**src/rtl/div_p4.sv**
```systemverilog
// Final FP32 divide stage: normalizes the div_p3 quotient, applies overflow/underflow/zero rules
// and packs the result. Optional status flags when DIV_P4_FLAGS_EN is defined.
module div_p4 #(
  parameter int unsigned BIAS   = 127,
  parameter int unsigned MANT_W = 24
) (
  input  logic              clk,
  input  logic              rst_n,
  input  logic              in_valid,
  output logic              in_ready,
  input  logic              sign_in,
  input  logic [8:0]        exp_in,
  input  logic [MANT_W-1:0] mant_in,
  output logic              out_valid,
  input  logic              out_ready,
  output logic [31:0]       result
`ifdef DIV_P4_FLAGS_EN
  ,
  output logic              flag_ovf,
  output logic              flag_unf,
  output logic              flag_zero,
  output logic [2:0]        flag_sticky,
  input  logic              flag_clr
`endif
);

  localparam int unsigned LzW = $clog2(MANT_W + 1);
  localparam logic signed [9:0] ExpOvf = 10'(2 * BIAS + 1);

  // Handshake
  logic s1_valid_q;
  logic s2_valid_q;
  logic s1_adv;
  logic s2_adv;
  logic accept;

  assign s2_adv    = !s2_valid_q || out_ready;
  assign s1_adv    = s2_adv;
  assign in_ready  = !s1_valid_q || s1_adv;
  assign accept    = in_valid && in_ready;
  assign out_valid = s2_valid_q;

  // Stage 1: leading-zero count and normalization
  logic [LzW-1:0]      lzc;
  logic [MANT_W-2:0]   frac_n;
  logic signed [9:0]   e1;

  always_comb begin
    lzc = LzW'(MANT_W);
    // Ascending scan: the highest set bit is the last to write
    for (int i = 0; i < int'(MANT_W); i++) begin
      if (mant_in[i]) begin
        lzc = LzW'(int'(MANT_W) - 1 - i);
      end
    end
  end

  assign frac_n = (MANT_W - 1)'(mant_in << lzc);
  assign e1     = $signed({1'b0, exp_in}) - $signed({{(10 - LzW){1'b0}}, lzc});

  logic                s1_sign_q;
  logic signed [9:0]   s1_exp_q;
  logic [MANT_W-2:0]   s1_frac_q;
  logic                s1_zero_q;

  always_ff @(posedge clk or negedge rst_n) begin
    if (!rst_n) begin
      s1_valid_q <= 1'b0;
      s1_sign_q  <= 1'b0;
      s1_exp_q   <= '0;
      s1_frac_q  <= '0;
      s1_zero_q  <= 1'b0;
    end else begin
      if (in_ready) begin
        s1_valid_q <= in_valid;
      end
      if (accept) begin
        s1_sign_q <= sign_in;
        s1_exp_q  <= e1;
        s1_frac_q <= frac_n;
        s1_zero_q <= (mant_in == '0);
      end
    end
  end

  // Stage 2: exception classification and packing
  logic        zero_c;
  logic        ovf_c;
  logic        unf_c;
  logic [31:0] s2_result_d;
  logic [31:0] s2_result_q;

  always_comb begin
    zero_c      = 1'b0;
    ovf_c       = 1'b0;
    unf_c       = 1'b0;
    s2_result_d = {s1_sign_q, 31'b0};
    if (s1_zero_q) begin
      zero_c = 1'b1;
    end else if (s1_exp_q >= ExpOvf) begin
      ovf_c       = 1'b1;
      s2_result_d = {s1_sign_q, 8'hFF, 23'b0};
    end else if (s1_exp_q <= 10'sd0) begin
      unf_c = 1'b1;
    end else begin
      s2_result_d = {s1_sign_q, s1_exp_q[7:0], s1_frac_q[MANT_W-2 -: 23]};
    end
  end

  always_ff @(posedge clk or negedge rst_n) begin
    if (!rst_n) begin
      s2_valid_q  <= 1'b0;
      s2_result_q <= '0;
    end else if (s2_adv) begin
      s2_valid_q <= s1_valid_q;
      if (s1_valid_q) begin
        s2_result_q <= s2_result_d;
      end
    end
  end

  assign result = s2_result_q;

`ifdef DIV_P4_FLAGS_EN
  logic       ovf_q;
  logic       unf_q;
  logic       zero_q;
  logic [2:0] sticky_q;
  logic [2:0] sticky_d;

  always_comb begin
    sticky_d = sticky_q;
    if (flag_clr) begin
      sticky_d = 3'b000;
    end else if (s2_valid_q && out_ready) begin
      sticky_d = sticky_q | {ovf_q, unf_q, zero_q};
    end
  end

  always_ff @(posedge clk or negedge rst_n) begin
    if (!rst_n) begin
      ovf_q    <= 1'b0;
      unf_q    <= 1'b0;
      zero_q   <= 1'b0;
      sticky_q <= 3'b000;
    end else begin
      sticky_q <= sticky_d;
      if (s2_adv && s1_valid_q) begin
        ovf_q  <= ovf_c;
        unf_q  <= unf_c;
        zero_q <= zero_c;
      end
    end
  end

  assign flag_ovf    = ovf_q;
  assign flag_unf    = unf_q;
  assign flag_zero   = zero_q;
  assign flag_sticky = sticky_q;
`endif

endmodule

```
**config.mk**
```make
export PLATFORM = sky130hd
export DESIGN_NAME = div_p4
export DESIGN_NICKNAME = d
export VERILOG_FILES = /design/src/rtl/div_p4.sv
export SDC_FILE = /design/constraint.sdc
export NUM_CORES = 1
export LEC_CHECK = 0
export ABC_AREA = 1
export CELL_PAD_IN_SITES_DETAIL_PLACEMENT = 1
export CELL_PAD_IN_SITES_GLOBAL_PLACEMENT = 1
export CORE_MARGIN = 1
export CORE_UTILIZATION = 30
export DETAILED_ROUTE_END_ITERATION = 8
export GPL_TIMING_DRIVEN = 0
export HOLD_SLACK_MARGIN = 0.1
export PLACE_DENSITY = 0.68
export SYNTH_ARGS = -nofsm -noshare
export SYNTH_HDL_FRONTEND = slang
export SYNTH_SLANG_ARGS = --single-unit
```
**constraint.sdc**
```tcl
create_clock -name clk -period 3.5 [get_ports clk]
set_input_delay 0.525 -clock clk [delete_from_list [all_inputs] [get_ports clk]]
set_output_delay 0.525 -clock clk [all_outputs]
set_load 0.01 [all_outputs]
```
==> results of run 1 <==
power groups by stage:
stage	registers, W	clock network, W	logic [W]
5_1_grt	0.00112	0.00101	0.00102
6_report	0.00110	0.000951	0.000911
3_5_place_dp	0.00111	0	0.000894
2_1_floorplan	0.00114	0	0.000400
3_3_place_gp	0.00110	0	0.000878
4_1_cts	0.00110	0.000968	0.000911
path summary, 6_finish.rpt:
check | from | to | slack, ps | cells after the start
min | rst_n | result[25]$_DFFE_PN0P_ | 310 | 1
min in group clk | result[6]$_DFFE_PN0P_ | result[6]$_DFFE_PN0P_ | 480 | 2
min reg2reg | result[6]$_DFFE_PN0P_ | result[6]$_DFFE_PN0P_ | 480 | 2
max | mant_in[21] | s1_exp_q[6]$_DFFE_PN0P_ | 200 | 16
max reg2reg | out_valid$_DFFE_PN0P_ | s1_frac_q[12]$_DFFE_PN0P_ | 1300 | 7
max in group asynchronous | rst_n | s1_frac_q[21]$_DFFE_PN0P_ | 2630 | 1
cell usage in the layout (no fill, tap or decap), drive strengths merged, types with 2 or more instances in the layout:
cell	netlist	layout
clkinv	1	4
bufinv	0	2
nand3	128	128
o22ai	3	3
dlymetal6s2s	0	3
o31ai	2	2
ha	5	5
a21oi	10	10
dlygate4sd2	0	2
buf	11	22
inv	79	79
o221ai	3	3
clkdlybuf4s50	0	65
xor2	5	5
clkbuf	14	22
nand2	181	181
o211ai	3	3
nor2	31	31
clkinvlp	0	2
a211oi	2	2
nand4	4	4
o21ai	49	49
nor4	6	6
nor3	2	2
dfrtp	69	69
layout make-up:
type | count | area [um2]
buffer | 23 | 118
clock buffer | 9 | 225
clock inverter | 7 | 90.1
fill | 1756 | 8180
inverter | 80 | 300
multi-input combinational | 441 | 2220
sequential | 69 | 1730
tap | 180 | 225
timing repair buffer | 82 | 796
flip-flops by register name (all words and copies together), names as in the netlist:
signal / count
s1_sign_q: 1
s1_frac_q: 23
s1_valid_q: 1
s1_exp_q: 10
result: 32
out_valid: 1
s1_zero_q: 1
cell families after synthesis:
group	count (synthesis)	synth area share [%]
AO/OA/AOI/OAI	76	9.93
adder cells (fa/ha/maj)	6	1.93
buffers and inverters	105	10.0
XOR/XNOR	5	1.02
flip-flops	69	40.3
AND/OR/NAND/NOR	354	36.8
what timing repair did:
| item | in CTS | in global routing |
|---|---|---|
| setup buffers | 3 | 8 |
| resized for setup | 15 | 16 |
| pin swaps | 5 | 8 |
| endpoints found under the setup margin | 6 | 8 |
through the flow:
stage                     setup TNS (ps)  std cells  util, %
after floorplan                        0        615        -
after global placement            -31020        866     37.6
after detailed placement           -3900        866     37.6
after CTS                          -28.2        883     40.3
after global routing               -56.1        891     41.0
final                                  0        891     41.0
per-layer routing:
metal	up-vias	part of all wire [%]	track usage, %
met5	-	0	0
met4	0	1.1	4.78
met3	12	2.6	2.54
met2	81	49	35.0
met1	2134	48	26.9
li1	2197	-	-
==> key figures, run 1 <==
Worst setup path
  – Crit end category: flop
  – CP max stage cell: clkdlybuf4s50_1
  – Crit path launch type: primary input
  – CP max stage delay: 500 ps
  – CP required: 3720 ps
  – Critical-path cell list: clkdlybuf4s50_1 -> nor4_2 -> inv_1 -> nor2_1 -> inv_1 -> nor2_4 -> inv_1 -> ha_1 -> nand2_1 -> nor2_2 -> a211oi_2 -> nor2_2 -> buf_4 -> o31a_1 -> o21ai_2 -> nand2_1
  – Critical path's top delay family: buffers and inverters
  – Setup CP Type: primary input to flop
  – Maximum fanout along the worst path: 5
  – CP arrival: 3520 ps
  – CP bufs+invs: 5
  – Most common cell on crit path: inv_1

Timing
  – Worst setup margin: 203 ps
  – Slew margin rel.: 42.4%
  – Period utilization: 94.2%
  – Final critical-path required period: 3300 ps
  – Slew @ Worst Pin: 864 ps
  – Hold WS: 308 ps
  – Final clock skew: 7.31 ps
  – Fin. Hold Viols: 0
  – Highest clock rate: 303 MHz
  – Count of final max-slew check failures: 0
  – # setup viols final: 0

GRT
  – First-pass GRT wire length: 23,200 um
  – Initial antenna violation count: 0
  – Pin count of the biggest net entering global routing: 70
  – Vias in the first global route: 4,488
  – Total track usage: 20.3%
  – GR Overflow Total: 0

Drt
  – Avg WL per Cell: 15.9 um
  – Final ANT Viol Nets: 0
  – DRT Wirelength: 14,200 um
  – First DRT Iteration DRCs: 185
  – Pre-Repair DR Iteration Count: 4
  – Via count: 4,424
  – Drt drc: 0
  – Via density: 4.97

Logic synthesis
  – Synthesized cell area: 0.00429 mm2
  – Yosys warns: 0
  – Synth Instances: 615
  – Synth Register Bits: 69
  – Net count after synthesis: 659
  – Unique masters post-synth: 37
  – Synth top area share: 40.3%
  – Most frequent cell after synthesis: nand2_1
  – Fraction of registers with async set/reset: 100%
  – Commonest cells post-synth: nand2_1, nand3_1, inv_1
  – Sequential share of the synthesized area: 40.3%
  – Syn Area/Cell: 6.97 um2
  – Number of flops mapped to enable cells by yosys: 0
  – Synth top area cells: dfrtp_1, nand2_1, nand3_1
  – Primary FF master, synth: dfrtp_1
  – Cell taking the most area after synthesis: dfrtp_1

Run status
  – Outcome: finished, final reports clean

Place
  – DP Worst Slack: -811 ps
  – Routability cong.: 0.865
  – Number of I/O port buffers: 71
  – Area after DPL: 0.00522 mm2
  – Post-detail-place hpwl: 11,200 um

Power and ir drop
  – Sw Ratio: 31.6%
  – Worst vdd ir: 225 uV
  – Psw: 0.000935 W
  – Clock Power Share: 32.1%
  – Gate power share: 30.8%
  – Leak: 2.77 nW
  – Int Pwr: 0.00203 W
  – Pwr per Cell Area: 520 mW/mm2
  – Power, Total: 0.00296 W
  – Flop pwr share: 37.1%

Floorplanning
  – Die W: 122 um
  – Die area: 0.0148 mm2
  – Die height: 122 um
  – IO Pins: 72
  – Starting Density: 30.9%
  – Row count: 43
  – Core area: 0.0139 mm2

Cells and area
  – Share of layout cells above drive strength 1: 9.56%
  – Antenna Diode Count: 0
  – Final instance area: 0.00570 mm2
  – Area added between synthesis and finish: 32.9%
  – Nets: 750

Clocking
  – Clk buf depth: 2
  – CTS tree: done
  – Hold buffer count at CTS: 0
  – CTS H-tree lvls: 3
  – Total clock sinks: 69
  – Clk_lat worst skew: 330 ps
  – Clk root buf: clkbuf_16
  – Inserted Clock Buffers: 9
  – Clock transition at path regs: 60 ps

Run
  – Max cap viols: 0

Worst hold path
  – Hold Path Class: primary input to async pin
Power figures use the tool's default switching activity.
==> run 2, diff against run 1 <==
Settings changed: SLEW_MARGIN set to 20.
==> run 2 against run 1 <==
Utilization is 0.32 points higher. Sequential power hardly changed. Power hardly changed. Largest power group unchanged. Wire length hardly changed.
==> key figures, run 2 (synthesis results as in run 1) <==
Drt
  – Via count: 4,425 (+0.023%)
  – Via density: 4.93 (-0.65%)
  – Pre-Repair DR Iteration Count: 4 (unchanged)
  – DRT Wirelength: 14,200 um (about the same)
  – First DRT Iteration DRCs: 135 (-27%)
  – Avg WL per Cell: 15.8 um (-0.72%)
  – Drt drc: 0 (unchanged)
  – Final ANT Viol Nets: 0 (unchanged)

Power and ir drop
  – Int Pwr: 0.00203 W (+0.27%)
  – Worst vdd ir: 277 uV (+23%)
  – Pwr per Cell Area: 516 mW/mm2 (-0.77%)
  – Leak: 2.81 nW (+1.6%)
  – Clock Power Share: 32.0% (about the same)
  – Gate power share: 31.0% (+0.2 points)
  – Sw Ratio: 31.4% (-0.17 points)
  – Psw: 0.000930 W (-0.54%)
  – Flop pwr share: 37.0% (about the same)

Cells and area
  – Area added between synthesis and finish: 34.0%
  – Share of layout cells above drive strength 1: 9.90% (+0.34 points)
  – Antenna Diode Count: 0 (unchanged)
  – Commonest cells after routing, fill and taps aside: nand2_1, nand3_1, inv_1
  – Most common cell after layout, fill and taps aside: nand2_1
  – Largest register FFs: 32 (unchanged)
  – Nets: 756 (+0.80%)
  – Fillers: 1,791 (+2.0%)

Clocking
  – Total clock sinks: 69 (unchanged)
  – Inserted Clock Buffers: 9 (unchanged)
  – Clk buf depth: 2 (unchanged)
  – CTS H-tree lvls: 3 (unchanged)
  – Clk root buf: clkbuf_16
  – Clk_lat worst skew: 330 ps (about the same)
  – Clock transition at path regs: 60 ps (about the same)
  – CTS tree: done

Run
  – Max cap viols: 0 (unchanged)

Worst setup path
  – Crit end category: flop
  – Setup CP Type: primary input to flop
  – CP max stage delay: 410 ps (-90 ps)
  – Critical path's top delay family: compound AO/OA/AOI/OAI gates
  – Most common cell on crit path: nand2_1
  – Crit path launch type: primary input
  – CP max stage cell: clkdlybuf4s50_1
  – CP required: 3720 ps (about the same)
  – CP bufs+invs: 3 (-2)
  – CP arrival: 3530 ps (about the same)
  – Maximum fanout along the worst path: 15 (+10)
  – Critical-path cell list: clkdlybuf4s50_1 -> nor4_1 -> nand2_1 -> nand2_1 -> nand2_1 -> a21oi_1 -> inv_2 -> ha_1 -> nand2_1 -> nor2_1 -> a211oi_1 -> o31ai_2 -> inv_1 -> nand3_1 -> o31ai_1

Timing
  – Hold WS: 481 ps (+173 ps)
  – Final critical-path required period: 3300 ps (+4.57 ps)
  – Period utilization: 94.3% (+0.13 points)
  – # setup viols final: 0 (unchanged)
  – Slew margin rel.: 63.5% (+21 points)
  – Setup TNS: 0 ps (unchanged)
  – Highest clock rate: 303 MHz (-0.14%)
  – Slew @ Worst Pin: 548 ps (-316 ps)
  – Worst setup margin: 198 ps (-4.57 ps)
  – Fin. Hold Viols: 0 (unchanged)
  – Count of final max-slew check failures: 0 (unchanged)
  – Final clock skew: 7.30 ps (-0.00358 ps)
  – RSZ-0062 raised after global routing: yes

Floorplanning
  – IO Pins: 72 (unchanged)
  – Core area: 0.0139 mm2 (unchanged)
  – Die area: 0.0148 mm2 (unchanged)
  – Die W: 122 um (unchanged)
  – Starting Density: 30.9% (unchanged)
  – Row count: 43 (unchanged)
  – Die height: 122 um (unchanged)

Place
  – Routability cong.: 0.865 (unchanged)
  – DP Worst Slack: -802 ps (+8.36 ps)
  – Number of I/O port buffers: 71 (unchanged)
  – Post-detail-place hpwl: 11,300 um (+0.84%)

GRT
  – Total track usage: 20.1% (-0.22 points)
  – GR Overflow Total: 0 (unchanged)
  – Vias in the first global route: 4,539 (+1.1%)
  – Pin count of the biggest net entering global routing: 57 (-19%)
  – Initial antenna violation count: 0 (unchanged)
  – First-pass GRT wire length: 23,000 um (-0.89%)

Run status
  – Outcome: finished, final reports clean

Worst hold path
  – Hold Path Class: flop to flop
[run 2: cell types whose count changed in the layout (fill, tap and decap cells not counted), moves of 2 or more]
cell           delta
dlygate4sd2_1     -2
buf_4             +4
nor4_2            -3
nor4_1            +2
[run 2: area by class of cell]
class / instances / area (um2) / area share (%)
Clock buffer: 9 / 225 / 3.92
Timing Repair Buffer: 88 / 863 / 15.0
Buffer: 23 / 118 / 2.05
Inverter: 80 / 300 / 5.23
Tap cell: 180 / 225 / 3.92
Sequential cell: 69 / 1730 / 30.1
Clock inverter: 7 / 90.1 / 1.57
Multi-Input combinational cell: 441 / 2190 / 38.2
[run 2: metrics by stage]
| stage | cells | instance area, um2 | util, % | total power [W] |
|---|---|---|---|---|
| 2_1_floorplan | 615 | 4290 | - | 0.00154 |
| 3_5_place_dp | 867 | 5250 | 37.8 | 0.00201 |
| 4_1_cts | 887 | 5640 | 40.6 | 0.00298 |
| 6_report | 897 | 5740 | 41.4 | 0.00296 |
| 3_3_place_gp | 866 | 5220 | 37.6 | 0.00198 |
| 5_1_grt | 897 | 5740 | 41.4 | 0.00316 |
[run 2: worst register-to-register path, cell delays in order, from the launching register on]
cell and delay (ps):
dfrtp_1 360, nand3_1 170, nand2_1 130, clkbuf_1 400, clkinv_1 410, clkbuf_1 360
nand3_1 230, nand2_1 70
[run 2: final timing paths]
kind | from | end | slack (ps) | depth (start not counted)
hold reg to reg | result[17]$_DFFE_PN0P_ | result[17]$_DFFE_PN0P_ | 480 | 2
min in group asynchronous | rst_n | s1_exp_q[5]$_DFFE_PN0P_ | 600 | 2
setup / recovery | mant_in[7] | s1_exp_q[9]$_DFFE_PN0P_ | 200 | 15
setup reg to reg | out_valid$_DFFE_PN0P_ | s1_frac_q[12]$_DFFE_PN0P_ | 1270 | 7
hold / removal | result[17]$_DFFE_PN0P_ | result[17]$_DFFE_PN0P_ | 480 | 2
max in group asynchronous | rst_n | result[7]$_DFFE_PN0P_ | 2360 | 3
[run 2: per-layer routing]
metal	part of all wire (%)	track usage, %
met1	48	26.4
met2	48	34.5
met3	2.9	2.07
met4	1.7	6.17
met5	0	0
[run 2: power by group through the flow]
stage	logic [W]	registers, W	clock network (W)
3_5_place_dp	0.000901	0.00111	0
2_1_floorplan	0.000400	0.00114	0
3_3_place_gp	0.000878	0.00110	0
6_report	0.000919	0.00110	0.000947
5_1_grt	0.00102	0.00112	0.00101
4_1_cts	0.000918	0.00110	0.000968
[run 2: what timing repair did]
action	CTS	global route
pin swaps	5	6
endpoints found under the hold margin	13	0
gates resized for setup	16	16
endpoints found under the setup margin	6	6
buffers inserted	5	10
hold buffers	1	0
==> run 3, diff against run 2 <==
Settings changed: ABC_AREA 1 to 0, PLACE_DENSITY 0.68 to 0.65.
==> run 3 against run 2 <==
Clock skew decreased by 3.7 ps. First-iteration DRC count rose by 45%. Global-route usage increased by 0.74 points. Final area shrank 3.1%. Clock-buffer cell count grew 4. Wire length grew 0.97%. Power shrank 9.6%. Largest cell class unchanged. Largest power group unchanged.
==> key figures, run 3 <==
Run status
  – Outcome: finished, final reports clean

Clocking
  – CTS tree: done
  – Clk_lat worst skew: 330 ps (about the same)
  – Total clock sinks: 69 (unchanged)
  – Clk root buf: clkbuf_16
  – CTS H-tree lvls: 3 (unchanged)
  – Clock transition at path regs: 50 ps (about the same)
  – Inserted Clock Buffers: 9 (unchanged)
  – Clk buf depth: 2 (unchanged)

Power and ir drop
  – Flop pwr share: 39.7% (+2.7 points)
  – Pwr per Cell Area: 481 mW/mm2 (-6.7%)
  – Sw Ratio: 30.2% (-1.2 points)
  – Worst vdd ir: 191 uV (-31%)
  – Psw: 0.000808 W (-13%)
  – Int Pwr: 0.00187 W (-8.0%)
  – Leak: 2.31 nW (-18%)
  – Clock Power Share: 31.8% (-0.2 points)
  – Gate power share: 28.5% (-2.5 points)

Cells and area
  – Area added between synthesis and finish: 33.5%
  – Post-layout util: 41.5% (+0.17 points)
  – Commonest cells after routing, fill and taps aside: dfrtp_1, nand2_1, clkdlybuf4s50_1
  – Nets: 603 (-20%)
  – Final instance area: 0.00557 mm2 (-3.1%)
  – Antenna Diode Count: 0 (unchanged)
  – Share of layout cells above drive strength 1: 11.2% (+1.3 points)
  – Largest register FFs: 32 (unchanged)
  – Most common cell after layout, fill and taps aside: dfrtp_1
  – Fillers: 1,564 (-13%)

Drt
  – Pre-Repair DR Iteration Count: 4 (unchanged)
  – First DRT Iteration DRCs: 196 (+45%)
  – Via count: 4,076 (-7.9%)
  – Met3 routed WL: 512 um (+23%)
  – Top layer in use: met4
  – Via density: 5.52 (+12%)
  – DRT Wirelength: 14,300 um (+0.97%)
  – Avg WL per Cell: 19.4 um (+23%)
  – Met2 wire len: 6760 um (-0.18%)
  – Final ANT Viol Nets: 0 (unchanged)
  – M1 wire length: 6790 um (+0.85%)
  – Drt drc: 0 (unchanged)

Logic synthesis
  – Synth Register Bits: 69 (unchanged)
  – Unique masters post-synth: 66 (+78%)
  – Post-synthesis simple-gate area fraction: 17.8% (-19 points)
  – Fraction of registers with async set/reset: 100% (unchanged)
  – Syn Area/Cell: 8.89 um2 (+28%)
  – Largest family of logic cells by synthesized area: compound AO/OA/AOI/OAI gates
  – Number of flops mapped to enable cells by yosys: 0 (unchanged)
  – Compound-cell area share of the yosys netlist: 29.0% (+19 points)
  – Synth top area cells: dfrtp_1, a22o_1, nand2_1
  – Sequential share of the synthesized area: 41.4% (+1.1 points)
  – Most frequent cell after synthesis: dfrtp_1
  – Synth top area share: 41.4% (+1.1 points)
  – Synthesized cell area: 0.00417 mm2 (-2.7%)
  – Post-Synth Adder-Cell Area: 1.98% (+0.054 points)
  – Synth Instances: 469 (-24%)
  – Primary FF master, synth: dfrtp_1
  – Yosys warns: 0 (unchanged)
  – Mux contribution to synthesized area: 4.56% (+4.6 points)
  – Cell taking the most area after synthesis: dfrtp_1
  – Synth Area in XOR/XNOR: 1.47% (+0.45 points)
  – Commonest cells post-synth: dfrtp_1, nand2_1, o21ai_0
  – Net count after synthesis: 513 (-22%)

Floorplanning
  – Core area: 0.0134 mm2 (-3.5%)
  – Row count: 42 (-2.3%)
  – Starting Density: 31.1% (+0.24 points)
  – Die area: 0.0144 mm2 (-2.7%)
  – IO Pins: 72 (unchanged)
  – Die W: 120 um (-1.3%)
  – Die height: 120 um (-1.3%)

Timing
  – Highest clock rate: 301 MHz (-0.58%)
  – Slew @ Worst Pin: 658 ps (+110 ps)
  – Fin. Hold Viols: 0 (unchanged)
  – Slew margin rel.: 54.9% (-8.6 points)
  – Final critical-path required period: 3320 ps (+19.3 ps)
  – Hold WS: 466 ps (-15.5 ps)
  – Period utilization: 94.9% (+0.55 points)
  – # setup viols final: 0 (unchanged)
  – Final clock skew: 3.60 ps (-3.70 ps)
  – Count of final max-slew check failures: 0 (unchanged)

GRT
  – Total track usage: 20.8% (+0.74 points)
  – First-pass GRT wire length: 23,100 um (+0.30%)
  – Vias in the first global route: 4,224 (-6.9%)
  – GR Overflow Total: 0 (unchanged)
  – Pin count of the biggest net entering global routing: 55 (-3.5%)
  – Initial antenna violation count: 0 (unchanged)

Worst setup path
  – Critical Path Sink: s1_exp_q[8]$_DFFE_PN0P_
  – Setup CP Type: primary input to flop
  – CP required: 3680 ps (-40 ps)
  – Crit end category: flop
  – FF-to-FF path depth: 7 (unchanged)
  – Worst Setup SP: mant_in[23]
  – CP arrival: 3510 ps (-20 ps)
  – Worst R2R End: result[11]$_DFFE_PN0P_
  – Critical-path cell list: clkdlybuf4s50_1 -> clkbuf_8 -> nor4_1 -> nand2_1 -> a21oi_2 -> inv_1 -> ha_1 -> o21ai_0 -> nand2b_1 -> a211o_1 -> nor3_1 -> xnor2_1 -> o21ai_0
  – Maximum fanout along the worst path: 10 (-5)
  – CP max stage cell: clkdlybuf4s50_1
  – Most common cell on crit path: o21ai_0
  – R2R Setup Slk: 1460 ps (+190 ps)
  – RR Startpoint: out_valid$_DFFE_PN0P_
  – Crit path launch type: primary input
  – CP max stage delay: 430 ps (+20 ps)

Worst hold path
  – Hold Path Class: flop to flop

Place
  – Area after DPL: 0.00508 mm2 (-3.1%)
  – Routability cong.: 0.840 (-2.9%)
  – Number of I/O port buffers: 67 (-5.6%)
  – Post-detail-place hpwl: 11,200 um (-0.72%)

Run
  – Max cap viols: 0 (unchanged)
[run 3: cell families (layout without fill, tap and decap cells)]
family | after synthesis | after routing
flip-flops | 69 | 69
adder cells (fa/ha/maj) | 6 | 6
XOR/XNOR | 7 | 7
multiplexers | 17 | 17
AO/OA/AOI/OAI | 168 | 168
buffers and inverters | 41 | 134
AND/OR/NAND/NOR | 161 | 161
[run 3: worst min path at each step]
stage                              from                  endpoint  depth (start not counted)  slack [ps]
2_1_floorplan                     rst_n     out_valid$_DFFE_PN0P_                          0         230
3_3_place_gp   s1_frac_q[3]$_DFFE_PN0P_  s1_frac_q[3]$_DFFE_PN0P_                          2         460
3_5_place_dp                      rst_n    result[25]$_DFFE_PN0P_                          1         410
4_1_cts        s1_frac_q[5]$_DFFE_PN0P_  s1_frac_q[5]$_DFFE_PN0P_                          2         480
5_1_grt        s1_frac_q[5]$_DFFE_PN0P_  s1_frac_q[5]$_DFFE_PN0P_                          2         510
6_report       s1_frac_q[5]$_DFFE_PN0P_  s1_frac_q[5]$_DFFE_PN0P_                          2         470
[run 3: worst max-delay path, delay by kind of cell]
family / cells / cell delay (ps)
AOI/OAI and AO/OA: 4 / 810
xor gates and xnor gates: 1 / 140
adders and majority gates: 1 / 360
buffers and inverters: 3 / 820
and+or+nand+nor: 4 / 850
[run 3: cell type report]
cell class                      instances  area, um2  share of cell area, %
Multi-Input combinational cell        359       2400                   43.1
Inverter                               16       63.8                   1.15
Buffer                                 25        128                   2.29
Clock buffer                           13        280                   5.04
Tap cell                              176        220                   3.96
Clock inverter                          1       5.00                 0.0899
Sequential cell                        69       1730                   31.0
Timing Repair Buffer                   79        743                   13.4
[run 3: power groups by stage]
stage	clock, W	sequential, W	combinational [W]
4_1_cts	0.000872	0.00106	0.000761
2_1_floorplan	0	0.00108	0.000346
6_report	0.000852	0.00106	0.000762
5_1_grt	0.000903	0.00109	0.000834
3_3_place_gp	0	0.00106	0.000729
3_5_place_dp	0	0.00108	0.000748
[run 3: through the flow]
step / worst slack (ps) / setup TNS (ps) / power (W) / cells
after global routing: -36.0 / -50.8 / 0.00282 / 738
after global placement: -1030 / -34210 / 0.00179 / 712
after detailed placement: -1050 / -8810 / 0.00182 / 713
after CTS: 3.06 / 0 / 0.00270 / 734
after floorplan: 20.5 / 0 / 0.00143 / 469
final: 179 / 0 / 0.00268 / 738
[run 3: timing repair]
action / CTS / global route
resized for setup: 44 / 21
hold buffers: 1 / 0
endpoints found under the setup margin: 6 / 4
endpoints found under the hold margin: 15 / 0
setup buffers: 6 / 4
pin swaps: 6 / 3
[run 3: per-layer routing]
| metal | track usage [%] | up-vias |
|---|---|---|
| li1 | - | 1938 |
| met1 | 28.2 | 2025 |
| met2 | 33.9 | 101 |
| met3 | 3.18 | 12 |
| met4 | 6.88 | 0 |
| met5 | 0 | - |
